`config.mk`:
```
export PLATFORM = sky130hd
export DESIGN_NAME = dpi_stream_sequencer
export DESIGN_NICKNAME = d
export VERILOG_FILES = /design/src/rtl/dpi_pkg.sv /design/src/rtl/dpi_flow_table.sv /design/src/rtl/dpi_stream_sequencer.sv
export SDC_FILE = /design/constraint.sdc
export NUM_CORES = 2
export LEC_CHECK = 0
export ABC_AREA = 1
export CAP_MARGIN = 15
export CORE_UTILIZATION = 25
export CTS_BUF_LIST = sky130_fd_sc_hd__clkbuf_8
export DETAILED_ROUTE_END_ITERATION = 12
export PLACE_DENSITY = 0.36
export SLEW_MARGIN = 10
export SYNTH_ARGS = -nofsm -noshare
export SYNTH_HDL_FRONTEND = slang
export SYNTH_SLANG_ARGS = --single-unit
```
`constraint.sdc`:
```
create_clock -name clk -period 18.7 [get_ports clk]
set_input_delay 1.87 -clock clk [delete_from_list [all_inputs] [get_ports clk]]
set_output_delay 1.87 -clock clk [all_outputs]
set_load 0.01 [all_outputs]
```
`src/rtl/dpi_pkg.sv`:
```
// Shared types and constants for the DPI stream sequencer and the matcher wrappers it feeds.
package dpi_pkg;
  localparam int unsigned STREAM_ID_W     = 6;
  localparam int unsigned NUM_STREAMS     = 64;
  localparam int unsigned EOP_GAP_DEFAULT = 4;

  typedef logic [STREAM_ID_W-1:0] stream_id_t;

  typedef enum logic [2:0] {
    S_IDLE,
    S_LOOKUP,
    S_LOAD,
    S_STREAM,
    S_DRAIN,
    S_EOP
  } seq_state_e;
endpackage

```
`src/rtl/dpi_flow_table.sv`:
```
// 64-entry flow key table: parallel lookup, lowest-free or round-robin eviction allocation.
module dpi_flow_table
  import dpi_pkg::*;
#(
  parameter int unsigned KEY_W = 32
) (
  input  logic             clk,
  input  logic             rst_n,
  input  logic [KEY_W-1:0] key,
  input  logic             alloc,
  output stream_id_t       id,
  output logic             new_flow
);

  logic [KEY_W-1:0]       keys [NUM_STREAMS];
  logic [NUM_STREAMS-1:0] valid;
  stream_id_t             evict_ptr;
  stream_id_t             hit_idx;
  stream_id_t             free_idx;
  logic                   hit;
  logic                   has_free;

  // Scan from the top so the last assignment wins with the lowest index.
  always_comb begin
    hit      = 1'b0;
    has_free = 1'b0;
    hit_idx  = '0;
    free_idx = '0;
    for (int unsigned i = 0; i < NUM_STREAMS; i++) begin
      if (valid[NUM_STREAMS-1-i] && keys[NUM_STREAMS-1-i] == key) begin
        hit     = 1'b1;
        hit_idx = stream_id_t'(NUM_STREAMS-1-i);
      end
      if (!valid[NUM_STREAMS-1-i]) begin
        has_free = 1'b1;
        free_idx = stream_id_t'(NUM_STREAMS-1-i);
      end
    end
  end

  assign id       = hit ? hit_idx : (has_free ? free_idx : evict_ptr);
  assign new_flow = ~hit;

  always_ff @(posedge clk) begin
    if (!rst_n) begin
      valid     <= '0;
      evict_ptr <= '0;
    end else if (alloc && !hit) begin
      valid[id] <= 1'b1;
      if (!has_free) evict_ptr <= evict_ptr + 1'b1;
    end
  end

  always_ff @(posedge clk) begin
    if (alloc && !hit) keys[id] <= key;
  end

endmodule

```
`src/rtl/dpi_stream_sequencer.sv`:
```
// Packet-to-matcher-bus sequencer: flow lookup, state load, byte streaming, drained eop.
module dpi_stream_sequencer
  import dpi_pkg::*;
#(
  parameter int unsigned KEY_W     = 32,
  parameter int unsigned NUM_REGEX = 8,
  parameter int unsigned EOP_GAP   = EOP_GAP_DEFAULT
) (
  input  logic                   clk,
  input  logic                   rst_n,
  input  logic                   pkt_vld,
  output logic                   pkt_rdy,
  input  logic                   pkt_sop,
  input  logic                   pkt_eop,
  input  logic [7:0]             pkt_data,
  input  logic [KEY_W-1:0]       pkt_key,
  input  logic                   cfg_we,
  input  logic [STREAM_ID_W-1:0] cfg_addr,
  input  logic [NUM_REGEX-1:0]   cfg_data,
  output logic [7:0]             char_in,
  output logic                   char_in_vld,
  output logic                   load_state,
  output logic [STREAM_ID_W-1:0] stream_id,
  output logic                   new_stream_id,
  output logic [NUM_REGEX-1:0]   enable,
  output logic                   eop,
  output logic [15:0]            drop_cnt
);

  localparam int unsigned GAP_W = (EOP_GAP > 1) ? $clog2(EOP_GAP) : 1;

  seq_state_e           state;
  seq_state_e           state_d;
  logic [KEY_W-1:0]     key_q;
  logic [GAP_W-1:0]     gap_cnt;
  logic [NUM_REGEX-1:0] enable_tbl [NUM_STREAMS];
  stream_id_t           ft_id;
  logic                 ft_new;

  dpi_flow_table #(
    .KEY_W(KEY_W)
  ) u_flow_table (
    .clk      (clk),
    .rst_n    (rst_n),
    .key      (key_q),
    .alloc    (state == S_LOOKUP),
    .id       (ft_id),
    .new_flow (ft_new)
  );

  always_comb begin
    state_d = state;
    pkt_rdy = 1'b0;
    case (state)
      S_IDLE: begin
        pkt_rdy = pkt_vld & ~pkt_sop;
        if (pkt_vld && pkt_sop) state_d = S_LOOKUP;
      end
      S_LOOKUP: state_d = S_LOAD;
      S_LOAD:   state_d = S_STREAM;
      S_STREAM: begin
        pkt_rdy = 1'b1;
        if (pkt_vld && pkt_eop) state_d = S_DRAIN;
      end
      S_DRAIN:  if (gap_cnt == '0) state_d = S_EOP;
      S_EOP:    state_d = S_IDLE;
      default:  state_d = S_IDLE;
    endcase
    if (!rst_n) pkt_rdy = 1'b0;
  end

  always_ff @(posedge clk) begin
    if (!rst_n) begin
      state         <= S_IDLE;
      key_q         <= '0;
      gap_cnt       <= '0;
      char_in       <= '0;
      char_in_vld   <= 1'b0;
      load_state    <= 1'b0;
      stream_id     <= '0;
      new_stream_id <= 1'b0;
      enable        <= '0;
      eop           <= 1'b0;
      drop_cnt      <= '0;
    end else begin
      state       <= state_d;
      load_state  <= (state_d == S_LOAD);
      eop         <= (state_d == S_EOP);
      char_in_vld <= (state == S_STREAM) && pkt_vld;
      if (state == S_STREAM && pkt_vld) char_in <= pkt_data;
      if (state == S_IDLE && pkt_vld && pkt_sop) key_q <= pkt_key;
      if (state == S_IDLE && pkt_vld && !pkt_sop && drop_cnt != '1)
        drop_cnt <= drop_cnt + 1'b1;
      // Latched from the table read during LOOKUP, so a write landing in the
      // LOAD cycle only shows up at the following packet.
      if (state == S_LOOKUP) begin
        stream_id     <= ft_id;
        new_stream_id <= ft_new;
        enable        <= enable_tbl[ft_id];
      end
      // Count starts on the eop beat so eop lands EOP_GAP cycles after its char.
      if (state == S_STREAM)     gap_cnt <= GAP_W'(EOP_GAP - 1);
      else if (state == S_DRAIN) gap_cnt <= gap_cnt - 1'b1;
    end
  end

  always_ff @(posedge clk) begin
    if (!rst_n) enable_tbl <= '{default: '0};
    else if (cfg_we) enable_tbl[cfg_addr] <= cfg_data;
  end

endmodule

```
==> impl_metrics.json <==
{
  "status": "finished clean",
  "fp.dieW_um": 684,
  "hold-worst-slack_ps": 448,
  "synth-edff-count": 2048,
  "grt-ovfl-total": 0,
  "critical_path_class": "register to register",
  "finClkSkew_ps": 111,
  "maxSlewViolCount": 0,
  "synthTopCellsByCount": "edfxtp_1, nor2_1, nand2_1, o21ai_0, dfxtp_1",
  "path_buf_inv": 6,
  "setup_viol": 0,
  "cp_max_fo": 55,
  "ys_async_sr_fraction": 0,
  "fin_crit_ps": 10520,
  "grt_max_degree": 113,
  "report.final.hold_viol_count": 0,
  "p_leak_nw": 46.8,
  "hold_class": "register to register",
  "powerDensity_mw_per_mm2": 100,
  "drc_errors": 0,
  "path_clk_slew_ps": 60,
  "synthCells": 10700,
  "routed_wl_um": 537000,
  "fp.dieH_um": 684,
  "num_rows": 250,
  "syn_to_final_growth_pct": 16.0,
  "path_depth": 32,
  "cp_slowest_cell": "buf_4",
  "synth_seq_area_share": 0.642,
  "holdBufCountCts": 0,
  "synth_largest_area_cell": "edfxtp_1",
  "vias": 89500,
  "dpl_cell_area_mm2": 0.125,
  "drt_first_pass_iters": 8,
  "max_freq_ghz": 0.0951,
  "place.port_buffers": 102,
  "cp-start-kind": "register",
  "avgSynthCellArea_um2": 10.8,
  "worstMarginPinSlew_ps": 1350,
  "finalSetupTns_ps": 0,
  "fin_nets": 11000,
  "post_cts_buffers": 0,
  "syn_area_mm2": 0.116,
  "worstPathRequired_ps": 19560,
  "clockBufferDepth": 4,
  "cpLargestDelayFamily": "simple AND/OR/NAND/NOR gates",
  "track_usage": 0.222,
  "synth_ff_type": "edfxtp_1",
  "finalPower_w": 0.0135,
  "root_buffer": "clkbuf_8",
  "ys_warn_count": 0,
  "worstPathArrival_ps": 11380,
  "core_mm2": 0.464,
  "synth.most_common_cell": "edfxtp_1",
  "ant_nets": 0,
  "vdd_drop_max_v": 0.0000667,
  "wl_per_cell_um": 30.6,
  "hpwl_um": 320000,
  "ys_ff_latch": 2709,
  "maxCapViolations": 0,
  "r2r_cells": 32,
  "worstSetupEndpointType": "register",
  "slew_headroom": 0.0968,
  "drive_above_1_share": 0.103,
  "max_stage_delay_ps": 820,
  "grt_first_pass_wirelength_um": 735000,
  "rsz0062_at_grt": "no",
  "synth_area_leaders": "edfxtp_1, dfxtp_1, o21ai_0, nor2_1, nand2_1",
  "htree_levels": 6,
  "post_cts_resized": 0,
  "cp_common_cell": "nand2_1",
  "cts_sinks": 2709,
  "cts_tree": "built",
  "gp_congestion": 0.831,
  "clk_latency_ps": 1240,
  "holdPathStages": 1,
  "die_area_mm2": 0.468,
  "start_util": 0.251,
  "finalCritPeriodShare": 0.562,
  "post_drt_via_cell_ratio": 5.09,
  "ys_types": 61,
  "antenna_found_initial": 55,
  "drt_iter0_drc": 9269,
  "synth_nets": 10800,
  "io_pins": 103,
  "synth_top_area_frac": 0.528,
  "grt_pass1_vias": 87900,
  "cts_made_buffers": 529,
  "fin_area_mm2": 0.135
}
## kinds of logic (layout without fill, tap and decap cells)
group | after synthesis | count (layout) | synth area share
other | 0 | 23 | 0
AO/OA/AOI/OAI | 2245 | 2245 | 0.115
flip-flops | 2709 | 2709 | 0.642
adder cells (fa/ha/maj) | 3 | 3 | 0.000323
XOR/XNOR | 662 | 662 | 0.0498
AND/OR/NAND/NOR | 3934 | 3934 | 0.150
buffers and inverters | 1174 | 1831 | 0.0432
## metal layers
layer	wire (um)	part of all wire	track usage	vias up
met4	16900	0.031	0.0649	12
met5	82	0.00015	0	-
met3	31300	0.058	0.0302	894
met1	233000	0.43	0.295	45800
met2	256000	0.48	0.375	3644
li1	-	-	-	39100
## area by class of cell
type                    count  area, um2
diodes                     23       57.6
clock buffers             578       7960
clock inverters           357       1890
fillers                 48000     329000
inverters                 527       2090
multi-input cells        6844      37200
flip-flops and latches   2709      74900
well taps                6174       7720
repair buffers            369       3250
## cells in the final DEF, fill, tap and decap left out, types with 285 or more instances in the layout
master	synthesis	final
edfxtp_1	2048	2048
nor2_1	1404	1339
nand2_1	1308	1303
o21ai_0	1115	1115
inv_1	482	668
dfxtp_1	661	629
clkbuf_8	0	578
xnor2_1	442	442
nand3_1	429	426
o22ai_1	303	303
nand4_1	285	285
## worst paths after layout
kind | start | endpoint | slack (ps)
min | u_flow_table.evict_ptr[4]$_SDFFE_PN0P_ | u_flow_table.evict_ptr[4]$_SDFFE_PN0P_ | 450
max | key_q[0]$_SDFFE_PN0P_ | u_flow_table.keys[41][1]$_DFFE_PP_ | 8180
min reg2reg | u_flow_table.evict_ptr[4]$_SDFFE_PN0P_ | u_flow_table.evict_ptr[4]$_SDFFE_PN0P_ | 450
max reg2reg | key_q[0]$_SDFFE_PN0P_ | u_flow_table.keys[41][1]$_DFFE_PP_ | 8180
## power breakdown
group | switching (W) | internal [W]
logic | 0.000924 | 0.000242
clock network | 0.00285 | 0.00292
registers | 0.0000702 | 0.00653
## flip-flops by register name, indices dropped and copies added (netlist names), 6 cells and up
name                    cells
u_flow_table.keys        2048
enable_tbl                512
u_flow_table.valid         64
key_q                      32
drop_cnt                   16
char_in                     8
enable                      8
stream_id                   6
u_flow_table.evict_ptr      6
## metrics by stage
stage          std cells  setup WS, ps  utilization
5_1_grt            17600          7690        0.291
2_1_floorplan      10700         11720            -
6_report           17600          8180        0.291
3_5_place_dp       16600          8260        0.270
3_3_place_gp       16600          7880        0.270
4_1_cts            17600          8190        0.291
Note: power is estimated with default switching activity, not from simulation.
